`config.mk`:
```
export PLATFORM = sky130hd
export DESIGN_NAME = pipeline_hazard_ctrl
export DESIGN_NICKNAME = d
export VERILOG_FILES = /design/src/rtl/pipeline_hazard_ctrl.sv
export SDC_FILE = /design/constraint.sdc
export NUM_CORES = 1
export LEC_CHECK = 0
export BUFFER_PORTS_ARGS = -buffer_cell sky130_fd_sc_hd__buf_4
export CAP_MARGIN = 15
export CORE_UTILIZATION = 51
export DETAILED_ROUTE_END_ITERATION = 16
export PLACE_DENSITY_LB_ADDON = 0.12
export SYNTH_ARGS = -nofsm -noshare
export SYNTH_HDL_FRONTEND = slang
export SYNTH_SLANG_ARGS = --single-unit
```
`constraint.sdc`:
```
create_clock -name clk_i -period 2 [get_ports clk_i]
set_input_delay 0 -clock clk_i [delete_from_list [all_inputs] [get_ports clk_i]]
set_output_delay 0 -clock clk_i [all_outputs]
set_load 0.05 [all_outputs]
```
`src/rtl/pipeline_hazard_ctrl.sv`:
```
// Stall/flush sequencer for the 5-stage pipeline: load-use bubbles, ID redirects,
// and a req/ack freeze while a multi-cycle data-memory access is outstanding.
module pipeline_hazard_ctrl #(
    parameter int unsigned CNT_W       = 16,
    parameter int unsigned MEM_TIMEOUT = 64
) (
    input  logic             clk_i,
    input  logic             rst_i,
    input  logic             IDEX_MemRead_i,
    input  logic [4:0]       IDEX_Rt_i,
    input  logic [4:0]       IFID_Rs_i,
    input  logic [4:0]       IFID_Rt_i,
    input  logic             Branch_taken_i,
    input  logic             Jump_i,
    input  logic             EXMEM_MemRead_i,
    input  logic             EXMEM_MemWrite_i,
    input  logic             Mem_ack_i,
    output logic             Mem_req_o,
    output logic             PC_write_o,
    output logic             IFID_write_o,
    output logic             IFID_flush_o,
    output logic             IDEX_bubble_o,
    output logic             Pipe_hold_o,
    output logic             Mem_err_o,
    output logic [CNT_W-1:0] Stall_cnt_o,
    output logic [CNT_W-1:0] Flush_cnt_o
);

    localparam int unsigned WAIT_W = $clog2(MEM_TIMEOUT + 1);

    typedef enum logic [0:0] {
        RUN      = 1'b0,
        MEM_WAIT = 1'b1
    } state_t;

    state_t            state_q, state_d;
    logic [WAIT_W-1:0] wait_q, wait_d;
    logic              err_d;
    logic              mem_op;
    logic              lu;
    logic              redirect;

    assign mem_op   = EXMEM_MemRead_i | EXMEM_MemWrite_i;
    assign lu       = IDEX_MemRead_i && (IDEX_Rt_i != 5'd0) &&
                      ((IDEX_Rt_i == IFID_Rs_i) || (IDEX_Rt_i == IFID_Rt_i));
    assign redirect = Branch_taken_i | Jump_i;

    // State, wait counter and sticky timeout flag
    always_ff @(posedge clk_i or negedge rst_i) begin
        if (!rst_i) begin
            state_q   <= RUN;
            wait_q    <= '0;
            Mem_err_o <= 1'b0;
        end else begin
            state_q   <= state_d;
            wait_q    <= wait_d;
            Mem_err_o <= err_d;
        end
    end

    // Next state and pipeline controls; memory freeze outranks load-use, which outranks redirect
    always_comb begin
        state_d       = state_q;
        wait_d        = wait_q;
        err_d         = Mem_err_o;
        Mem_req_o     = 1'b0;
        PC_write_o    = 1'b1;
        IFID_write_o  = 1'b1;
        IFID_flush_o  = 1'b0;
        IDEX_bubble_o = 1'b0;
        Pipe_hold_o   = 1'b0;
        case (state_q)
            RUN: begin
                Mem_req_o = mem_op;
                if (mem_op && !Mem_ack_i) begin
                    Pipe_hold_o  = 1'b1;
                    PC_write_o   = 1'b0;
                    IFID_write_o = 1'b0;
                    state_d      = MEM_WAIT;
                    wait_d       = WAIT_W'(1);
                end else if (lu) begin
                    PC_write_o    = 1'b0;
                    IFID_write_o  = 1'b0;
                    IDEX_bubble_o = 1'b1;
                end else if (redirect) begin
                    IFID_flush_o = 1'b1;
                end
            end
            MEM_WAIT: begin
                Mem_req_o    = 1'b1;
                Pipe_hold_o  = 1'b1;
                PC_write_o   = 1'b0;
                IFID_write_o = 1'b0;
                if (Mem_ack_i) begin
                    state_d = RUN;
                end else begin
                    if (wait_q < WAIT_W'(MEM_TIMEOUT)) begin
                        wait_d = wait_q + WAIT_W'(1);
                    end
                    if (wait_q >= WAIT_W'(MEM_TIMEOUT - 1)) begin
                        err_d = 1'b1;
                    end
                end
            end
            default: state_d = RUN;
        endcase
    end

    // Saturating event counters
    always_ff @(posedge clk_i or negedge rst_i) begin
        if (!rst_i) begin
            Stall_cnt_o <= '0;
            Flush_cnt_o <= '0;
        end else begin
            if (!PC_write_o && (Stall_cnt_o != '1)) begin
                Stall_cnt_o <= Stall_cnt_o + CNT_W'(1);
            end
            if (IFID_flush_o && (Flush_cnt_o != '1)) begin
                Flush_cnt_o <= Flush_cnt_o + CNT_W'(1);
            end
        end
    end

endmodule

```
# Word level (Yosys, flattened, before mapping)

Index checks and enable logic that the tools add are counted.

Register bits: 41
Input bits: 23
Output and inout port bits: 39
Word-level logic and storage cells: 51

$add $sub $neg: 3
$lt $le $gt $ge: 2
Equal/unequal tests: 7
Muxes and demuxes: 19
Bitwise operators: 4
Reduce and logical (&&, ||, !) cells: 11

Operators by type and width:

| kind                    | number |
|---|---|
| $add A16 B1 Y16 const B | 2 |
| $ne A16 B16 Y1 const B  | 2 |
| $mux W7                 | 3 |
| $pmux W7 S2             | 1 |
| $mux W1                 | 11 |
| $eq A5 B5 Y1            | 2 |
| $pmux W1 S2             | 4 |
| $add A7 B1 Y7 const B   | 1 |
| $ge A7 B6 Y1 const B    | 1 |
| $lt A7 B7 Y1 const B    | 1 |
| $reduce_and A3 Y1       | 2 |
| $logic_and A1 B1 Y1     | 5 |
| $reduce_bool A5 Y1      | 1 |
| $ne A2 B2 Y1 const B    | 2 |
| $logic_not A1 Y1        | 2 |
| $ne A2 B1 Y1 const B    | 1 |
| $not A1 Y1              | 2 |
| $or A1 B1 Y1            | 2 |
| $logic_or A1 B1 Y1      | 1 |

# Longest topological paths before layout

Gate-level depths: netlist of run 1.

Depth after elaboration: 8
Depth in mapped cells: 8
Gate-level depth less buffers: 7

# Worst setup path after synthesis of run 1

No wires, ideal clock.

Path kind: register to output
From: register state_q
To: output IDEX_bubble_o
Arrival: 2068 ps
Data required time: 2000 ps
Setup slack: -68 ps
Stages on the path, launching flop included: 5
Buffers on the path: 0
Cell sequence: dfrtp_1 -> inv_1 -> o21a_1 -> inv_1 -> nor3_1

Word-level cells in the longest chain between the ends: 1

Ends and longest elaborated chain:

| what                   | RTL line | source |
|---|---|---|
| from (decl)            | 36       | `state_t state_q, state_d;` |
| from (signal assigned) | 55       | `state_q <= state_d;` |
| $mux W1                | 72       | `case (state_q)` |
| to (decl)              | 22       | `output logic IDEX_bubble_o,` |

No other way between the ends.

# Worst setup path after layout of run 1

From: register Stall_cnt_o[0]
To: register Stall_cnt_o[3]

Word-level cells in the longest chain between the ends: 2
Elaborated cells on any way between the ends: 3
Classes of those cells: 1 x add/sub; 1 x eq/ne; 1 x reduce/logical

Ends and longest elaborated chain:

| what                                                                    | RTL line | source |
|---|---|---|
| from (decl)                                                             | 25       | `output logic [CNT_W-1:0] Stall_cnt_o,` |
| from (signal assigned)                                                  | 116      | `Stall_cnt_o <= Stall_cnt_o + CNT_W'(1);` |
| parallel branches: the longest is 2 deep, another holds $add A16 B1 Y16 | --       |  |

Several ways; the timed one is not identified.
A chain may end at the register's enable or synchronous reset.

==> impl_metrics.tcl, run 1 <==
set metrics [dict create \
    powerDensity_nw_per_um2 1070 \
    drv_cap 0 \
    r2r_setup_slack_ns 0.18 \
    remaining_drc_errors 0 \
    syn_nets 243 \
    numCtsBuffers 5 \
    placedCellCount 327 \
    final_antenna_net_count 0 \
    slew_violations 0 \
    ys_types 34 \
    viasPerCell 5.45 \
    sw_frac_of_total 0.409 \
    layout-drive-gt1-share 0.300 \
    synth_top_family_by_area "simple AND/OR/NAND/NOR gates" \
    cp-start-kind "flip-flop" \
    dpl_cell_area_um2 2660 \
    p_clk_frac 0.229 \
    synth_cells 217 \
    total_power_mw 3.01 \
    fin_util 0.702 \
    first_pass_iters 4 \
    cts_tree "done" \
    cp_cell_sequence "ha_1 -> nand3_1 -> nor2_1 -> a22o_2 -> a21oi_2 -> buf_4 -> nand4_1 -> xnor2_1" \
    grt_pass1_vias 1652 \
    antenna_found_initial 0 \
    fin_ws_ns 0.176 \
    synthSimpleGateAreaFrac 0.227 \
    grt_max_degree 42 \
    min_path_type "primary input to flip-flop" \
    tns_ns 0 \
    yosysSeqAreaShare 0.478 \
    timing.hold.ws_ns 0.102 \
    clock_latency_ns 0.30 \
    cts_setup_buffers 0 \
    grt_use_total 0.224 \
    multi_input_area_um2 1090 \
    synth_fa_ha_area_frac 0.0175 \
    layout.nets 312 \
    synthMuxAreaShare 0.0105 \
    worstPathMaxFanout 5 \
    synth_top_cell_by_area "dfrtp_1" \
    pwr-share-comb 0.376 \
    grt_first_pass_wirelength_mm 7.61 \
    synthesis.area_um2 2150 \
    start_util 0.533 \
    final_cells 337 \
    htree_num_levels 2 \
    post-dp-hpwl_mm 3.43 \
    ios 62 \
    fmax_mhz 548 \
    die_w_um 66.9 \
    drtIter0Drc 136 \
    finClkSkew_ns 0.00761 \
    ir_drop_mv 0.864 \
    fp.dieH_um 66.9 \
    port_buffers 61 \
    syn-mean-instance-area_um2 9.90 \
    synth-seq-cells 41 \
    cp.arrival_ns 2.00 \
    min_period_ns 1.82 \
    synth_compound_area_frac 0.0740 \
    power.switching_mw 1.23 \
    core_area_um2 4030 \
    synth_top_area_share 0.478 \
    clockBufferDepth 2 \
    synthTopCellsByArea "dfrtp_1 48%, xor2_1 11%, xnor2_1 6.1%" \
    wl_per_cell_um 13.9 \
    p_leak_nw 1.37 \
    final_area_um2 2830 \
    rows 23 \
    max_stage_delay_ns 0.44 \
    seq_power_share 0.394 \
    cp-end-kind "flip-flop" \
    clockRootBuffer "clkbuf_8" \
    critical-path-top-delay-family "flip-flops" \
    fill_cells 340 \
    gp_congestion 0.814 \
    status "completed" \
    synth_xor_area_frac 0.167 \
    routed_wl_mm 4.67 \
    crit_buf_inv 1 \
    crit_required_ns 2.18 \
    p_int_mw 1.78 \
    rsz0062_at_grt "false" \
    max_slew.worst_pin.slew_ns 0.555 \
    setup_viol_count_final 0 \
    place_ws_ns 0.162 \
    cts.sinks 41 \
    syn_to_final_growth_pct 31.6 \
    final-hold-violation-count 0 \
    diodes 0 \
    seqCellArea_um2 1030 \
    clk_pin_slew_ns 0.08 \
    grt_overflow 0 \
    slew-limit-headroom 0.626 \
    yosysWarningCount 0 \
    dieArea_um2 4480 \
    critPathSlowestCell "dfrtp_1" \
    vias 1837 \
    crit_type "flip-flop to flip-flop" \
    period_share 0.912 \
]
## cell usage after synthesis
cell type	count
dfrtp_1	41
xor2_1	26
nor2_1	22
nand2_1	16
xnor2_1	15
nand4_1	14
nor3_1	13
nand3_1	11
and3_1	10
inv_1	9
o21ai_0	7
nor4_1	5
a21oi_1	4
ha_1	3
mux2_2	2
a21oi_2	1
a22o_2	1
a22oi_1	1
a22oi_2	1
a31o_2	1
a41oi_1	1
and4_1	1
buf_4	1
buf_6	1
clkbuf_1	1
nor2_4	1
nor2b_1	1
o211ai_2	1
o21a_1	1
o21ai_1	1
o21ai_4	1
o22ai_1	1
or3_1	1
or4_4	1
## cell usage in the layout (no fill, tap or decap), drive strengths merged
cell type    count
a22o             1
ha               3
o22ai            1
or3              1
xor2            26
nor2            23
o211ai           1
nand3           11
nand4           14
nand2           16
a21oi            5
bufinv           1
clkbuf           7
o21a             1
o21ai            9
mux2             2
dlygate4sd3      2
a31o             1
inv              9
xnor2           15
buf             63
nor3            13
a41oi            1
nor2b            1
or4              1
dfrtp           41
nor4             5
and4             1
a22oi            2
and3            10
## sequential cells by signal, summed over array words and instances, names as in the netlist
| name | count |
|---|---|
| Flush_cnt_o | 16 |
| Stall_cnt_o | 16 |
| wait_q | 7 |
| Mem_err_o | 1 |
| state_q | 1 |
## layer usage
layer / GRT usage / wire length (µm)
met3: 0.0531 / 191
met2: 0.378 / 2290
met5: 0 / 0
met1: 0.288 / 2160
met4: 0.0479 / 29
## worst paths after layout
check                                 from        endpoint  cells after the start
setup / recovery            Stall_cnt_o[0]  Stall_cnt_o[3]                      8
hold / removal             EXMEM_MemRead_i       wait_q[1]                      4
setup reg to reg            Stall_cnt_o[0]  Stall_cnt_o[3]                      8
hold reg to reg                  Mem_err_o       Mem_err_o                      1
max in group asynchronous            rst_i       Mem_err_o                      2
min in group asynchronous            rst_i  Stall_cnt_o[4]                      2
## area by class of cell
| class | count | share of cell area |
|---|---|---|
| multi-input combinational | 164 | 0.387 |
| timing repair buffer | 65 | 0.174 |
| clock buffer | 7 | 0.0305 |
| tap | 50 | 0.0221 |
| sequential | 41 | 0.363 |
| clock inverter | 1 | 0.0106 |
| inverter | 9 | 0.0120 |
## what timing repair did
action / CTS / global route
hold buffers: 2 / 0
resized for setup: 0 / 6
hold endpoints to repair: 42 / 0
setup endpoints to repair: 0 / 4
## cell families (layout without fill, tap and decap cells)
kind of cell | Yosys count | after routing
adders and majority gates | 3 | 3
DFF | 41 | 41
and+or+nand+nor | 96 | 96
buffers and inverters | 12 | 82
AOI/OAI and AO/OA | 22 | 22
muxes | 2 | 2
xor gates and xnor gates | 41 | 41
## power groups by stage
stage / registers, mW / clock network (mW) / logic, mW
2_1_floorplan: 1.62 / 0 / 0.340
3_3_place_gp: 1.19 / 0 / 1.11
3_5_place_dp: 1.20 / 0 / 1.13
4_1_cts: 1.19 / 0.695 / 1.14
5_1_grt: 1.22 / 0.725 / 1.21
6_report: 1.19 / 0.690 / 1.13
## worst register-to-register path, cell delays in order, from the launching register on
cell and delay, ns:
dfrtp_1 0.44, ha_1 0.24, nand3_1 0.14, nor2_1 0.08, a22o_2 0.22, a21oi_2 0.17, buf_4 0.18, nand4_1 0.11
xnor2_1 0.14
Power figures use the tool's default switching activity.
==> inputs of run 2 (changes only) <==
--- a/config.mk
+++ b/config.mk
@@ -7,6 +7,7 @@
 export LEC_CHECK = 0
 export BUFFER_PORTS_ARGS = -buffer_cell sky130_fd_sc_hd__buf_4
 export CAP_MARGIN = 15
+export CORE_MARGIN = 2
 export CORE_UTILIZATION = 51
 export DETAILED_ROUTE_END_ITERATION = 16
 export PLACE_DENSITY_LB_ADDON = 0.12
==> run 2 against run 1 <==
First-iteration DRC count is 27% lower; critical path type unchanged; clock skew fell by 0.0037 ns; via count shrank 1.7%; maximum frequency about the same; worst hold slack improved by 0.0020 ns; critical endpoint unchanged; sequential power about the same; cell count unchanged; combinational power is essentially flat; clock power rose by 1%; largest cell class unchanged.
==> impl_metrics.tcl, run 2 (synthesis gave the netlist of run 1 again) <==
set metrics [dict create \
    place_ws_ns 0.112 \
    gp_congestion 0.826 \
    remaining_drc_errors 0 \
    clockRootBuffer "clkbuf_8" \
    min_path_type "primary input to flip-flop" \
    r2r-end "Stall_cnt_o[3]" \
    diodes 0 \
    fin_util 0.700 \
    cp-start-kind "flip-flop" \
    cp.arrival_ns 2.00 \
    period_share 0.911 \
    viasPerCell 5.36 \
    grt_use_total 0.209 \
    powerDensity_nw_per_um2 1070 \
    slew-limit-headroom 0.611 \
    ir_drop_mv 0.875 \
    htree_num_levels 2 \
    clk_pin_slew_ns 0.08 \
    rsz0062_at_grt "false" \
    antenna_found_initial 0 \
    fin_ws_ns 0.178 \
    max_stage_delay_ns 0.43 \
    final_antenna_net_count 0 \
    port_buffers 61 \
    cts.sinks 41 \
    vias 1805 \
    wl_per_cell_um 13.8 \
    min_from "EXMEM_MemRead_i" \
    cts_tree "done" \
    start_util 0.533 \
    grt_overflow 0 \
    worstPathMaxFanout 8 \
    drtIter0Drc 99 \
    final_common_cell "buf_4" \
    layout.nets 312 \
    fmax_mhz 549 \
    cts_setup_buffers 0 \
    p_leak_nw 1.37 \
    grt_first_pass_wirelength_mm 7.45 \
    slew_violations 0 \
    reg_top3 "Flush_cnt_o (16), Stall_cnt_o (16), wait_q (7)" \
    routed_wl_mm 4.63 \
    cp-end-kind "flip-flop" \
    min_period_ns 1.82 \
    rr_startpoint "Stall_cnt_o[0]" \
    setup_viol_count_final 0 \
    reg2reg_depth 8 \
    clockBufferDepth 2 \
    grt_pass1_vias 1665 \
    tns_ns 0 \
    mostFrequentLayoutCells "63 x buf_4, 41 x dfrtp_1, 26 x xor2_1" \
    die_w_um 68.9 \
    finClkSkew_ns 0.00386 \
    dieArea_um2 4750 \
    numCtsBuffers 5 \
    clock_latency_ns 0.29 \
    core_area_um2 4030 \
    min_delay_path_depth 4 \
    final-hold-violation-count 0 \
    rows 23 \
    whs_endpoint "wait_q[1]" \
    first_pass_iters 4 \
    status "completed" \
    grt_max_degree 42 \
    fp.dieH_um 68.9 \
    crit_required_ns 2.18 \
    drv_cap 0 \
    max_slew.worst_pin.slew_ns 0.578 \
    syn_to_final_growth_pct 31.3 \
    ios 62 \
    total_power_mw 3.02 \
    crit_start "Stall_cnt_o[0]" \
    post-dp-hpwl_mm 3.42 \
    r2r_setup_slack_ns 0.18 \
    cp_cell_sequence "ha_1 -> nand3_1 -> nor2_1 -> a22o_2 -> a21oi_2 -> buf_4 -> nand4_1 -> xnor2_1" \
    critPathSlowestCell "dfrtp_1" \
    layout-drive-gt1-share 0.296 \
    crit_type "flip-flop to flip-flop" \
]
run 2: cell counts in the layout (fill, tap and decap cells not counted):
No cell type changed its count.
run 2: where the power goes:
| part | leakage, nW | switching, mW | internal (mW) |
|---|---|---|---|
| sequential | 0.536 | 0.202 | 0.984 |
| clock | 0.0585 | 0.291 | 0.407 |
| combinational | 0.776 | 0.743 | 0.392 |
| total | 1.37 | 1.24 | 1.78 |
run 2: worst max-delay path by stage:
stage,endpoint,slack (ns),cells past startpoint
after floorplan,IDEX_bubble_o,-0.07,4
after global placement,Flush_cnt_o[14],0.16,7
after detailed placement,Flush_cnt_o[5],0.11,7
after CTS,Flush_cnt_o[5],0.11,7
after global routing,Flush_cnt_o[5],0.04,7
final,Stall_cnt_o[3],0.18,8
run 2: area by class of cell:
type	count	area (µm²)
clock buffer	7	86.3
clock inverter	1	30.0
fill	335	1210
inverter	9	33.8
multi-input combinational	164	1090
sequential	41	1030
tap	50	62.6
timing repair buffer	65	493
run 2: worst max-delay path, delay by kind of cell (launching register included):
kind	cells	cell delay, ns
AO/OA/AOI/OAI	2	0.38
XOR/XNOR	1	0.15
adder cells (fa/ha/maj)	1	0.25
buffers and inverters	1	0.19
flip-flops	1	0.43
AND/OR/NAND/NOR	3	0.31
run 2: metal layers:
layer  up-vias  GRT usage  routed length [µm]
met5         -          0                   0
met4         0     0.0686                  59
met3         7     0.0536                 241
met2        41      0.346                2230
met1       859      0.266                2100
li1        898          -                   -
run 2: what timing repair did:
item                       in CTS  in global routing
hold buffers                    2                  0
hold endpoints to repair       42                  0
gates resized for setup         0                  5
setup endpoints to repair       0                  5
run 2: stage by stage:
step	cells	hold slack [ns]	instance area, µm²
6_report	337	0.104	2820
2_1_floorplan	217	-0.296	2150
3_3_place_gp	327	0.00810	2660
4_1_cts	337	0.104	2800
5_1_grt	337	0.179	2820
3_5_place_dp	327	0.0183	2660
==> inputs of run 3 (changes only) <==
--- a/config.mk
+++ b/config.mk
@@ -8,7 +8,7 @@
 export BUFFER_PORTS_ARGS = -buffer_cell sky130_fd_sc_hd__buf_4
 export CAP_MARGIN = 15
 export CORE_MARGIN = 2
-export CORE_UTILIZATION = 51
+export CORE_UTILIZATION = 55
 export DETAILED_ROUTE_END_ITERATION = 16
 export PLACE_DENSITY_LB_ADDON = 0.12
 export SYNTH_ARGS = -nofsm -noshare
==> constraint.sdc (replaced) <==
create_clock -name clk_i -period 2.3 [get_ports clk_i]
set_input_delay 0 -clock clk_i [delete_from_list [all_inputs] [get_ports clk_i]]
set_output_delay 0 -clock clk_i [all_outputs]
set_load 0.05 [all_outputs]
==> run 3 against run 2 <==
Via count fell by 0.22%; wire length fell by 0.67%; critical path depth did not move; count of clock-buffer cells in the layout fell by 1; sequential share of layout area rose by 0.77 points; first-iteration DRC count rose by 39%; critical path type unchanged.
==> impl_metrics.tcl, run 3 (synthesis gave the netlist of run 1 again) <==
set metrics [dict create \
    tns_ns 0 \
    ir_drop_mv 0.627 \
    cp.arrival_ns 2.18 \
    dieArea_um2 4420 \
    routed_wl_mm 4.60 \
    post-dp-hpwl_mm 3.42 \
    fp.dieH_um 66.5 \
    clockBufferDepth 2 \
    final_cells 333 \
    core_area_um2 3720 \
    gp_congestion 0.873 \
    cts_setup_buffers 0 \
    powerDensity_nw_per_um2 907 \
    final_antenna_net_count 0 \
    grt_pass1_vias 1737 \
    placedCellCount 324 \
    pwr-share-comb 0.392 \
    slew-limit-headroom 0.587 \
    final-hold-violation-count 0 \
    cts.sinks 41 \
    cts_tree "done" \
    die_w_um 66.5 \
    start_util 0.578 \
    cp_cell_sequence "ha_1 -> nand3_1 -> nor2_1 -> a22o_2 -> a21oi_2 -> buf_4 -> nand4_1 -> xnor2_1" \
    fmax_mhz 500 \
    cp-start-kind "flip-flop" \
    slew_violations 0 \
    p_leak_nw 1.35 \
    clk_pin_slew_ns 0.08 \
    power.switching_mw 1.07 \
    multi_input_area_um2 1070 \
    vias 1801 \
    first_pass_iters 4 \
    critPathSlowestCell "dfrtp_1" \
    p_clk_frac 0.194 \
    remaining_drc_errors 0 \
    reg_top3 "Flush_cnt_o (16), Stall_cnt_o (16), wait_q (7)" \
    crit_buf_inv 1 \
    rows 22 \
    rsz0062_at_grt "false" \
    grt_use_total 0.235 \
    clock_latency_ns 0.29 \
    worstPathMaxFanout 7 \
    mostFrequentLayoutCells "62 x buf_4, 41 x dfrtp_1, 26 x xor2_1" \
    numCtsBuffers 5 \
    sw_frac_of_total 0.429 \
    seqCellArea_um2 1030 \
    cts_hold_repair.buffers 2 \
    drv_cap 0 \
    htree_num_levels 2 \
    r2r_setup_slack_ns 0.30 \
    finClkSkew_ns 0.00236 \
    drtIter0Drc 138 \
    critical-path-top-delay-family "compound AO/OA/AOI/OAI gates" \
    layout.nets 311 \
    crit_type "flip-flop to flip-flop" \
    max_slew.worst_pin.slew_ns 0.613 \
    viasPerCell 5.41 \
    grt_first_pass_wirelength_mm 7.84 \
    syn_to_final_growth_pct 28.5 \
    cp-end-kind "flip-flop" \
    antenna_found_initial 0 \
    fill_cells 295 \
    final_common_cell "buf_4" \
    setup_viol_count_final 0 \
    layout-drive-gt1-share 0.277 \
    max_stage_delay_ns 0.44 \
    grt_overflow 0 \
    p_int_mw 1.43 \
    clockRootBuffer "clkbuf_8" \
    port_buffers 61 \
    min_period_ns 2.00 \
    seq_power_share 0.414 \
    min_path_type "primary input to flip-flop" \
    crit_required_ns 2.48 \
    cts_resized 0 \
    wl_per_cell_um 13.8 \
    status "completed" \
    diodes 0 \
    period_share 0.870 \
    grt_max_degree 42 \
    ios 62 \
]
run 3: power groups by stage:
stage	Combinational [mW]	Clock [mW]	Sequential (mW)
after floorplan	0.295	0	1.41
after global placement	0.971	0	1.04
after detailed placement	0.985	0	1.05
after CTS	0.992	0.496	1.03
after global routing	1.05	0.530	1.06
final	0.983	0.485	1.04
run 3: area by class of cell:
| class | instances | share of cell area |
|---|---|---|
| clock buffers | 6 | 0.0299 |
| multi-input cells | 164 | 0.386 |
| flip-flops and latches | 41 | 0.372 |
| repair buffers | 64 | 0.176 |
| inverters | 9 | 0.0122 |
| clock inverters | 1 | 0.00272 |
| well taps | 48 | 0.0217 |
run 3: final timing paths:
kind                                  from              to  cells past startpoint
max in group asynchronous            rst_i       wait_q[1]                      2
max                         Stall_cnt_o[0]  Stall_cnt_o[6]                      8
min in group asynchronous            rst_i  Stall_cnt_o[8]                      2
max reg2reg                 Stall_cnt_o[0]  Stall_cnt_o[6]                      8
min                        EXMEM_MemRead_i       wait_q[1]                      4
min reg2reg                      Mem_err_o       Mem_err_o                      1
run 3: routing by layer:
| metal | global-route usage | up-vias | wire length (µm) | part of all wire |
|---|---|---|---|---|
| met5 | 0 | - | 0 | 0 |
| met4 | 0.0893 | 0 | 81 | 0.018 |
| met3 | 0.0591 | 9 | 218 | 0.047 |
| met2 | 0.415 | 55 | 2300 | 0.50 |
| met1 | 0.272 | 837 | 2010 | 0.44 |
| li1 | - | 900 | - | - |
run 3: stage by stage:
stage | hold slack (ns) | power [mW] | util | area, µm² | worst slack [ns]
after floorplan | -0.296 | 1.70 | - | 2150 | 0.232
after global placement | 0.00782 | 2.01 | 0.713 | 2650 | 0.450
after detailed placement | 0.0130 | 2.03 | 0.713 | 2650 | 0.333
after CTS | 0.0822 | 2.52 | 0.743 | 2760 | 0.295
after global routing | 0.0979 | 2.64 | 0.743 | 2760 | 0.169
final | 0.0906 | 2.50 | 0.743 | 2760 | 0.300
run 3: worst reg2reg max path: stages (launching register included):
cell,delay [ns]
dfrtp_1,0.44
ha_1,0.26
nand3_1,0.15
nor2_1,0.07
a22o_2,0.21
a21oi_2,0.29
buf_4,0.21
nand4_1,0.12
xnor2_1,0.15
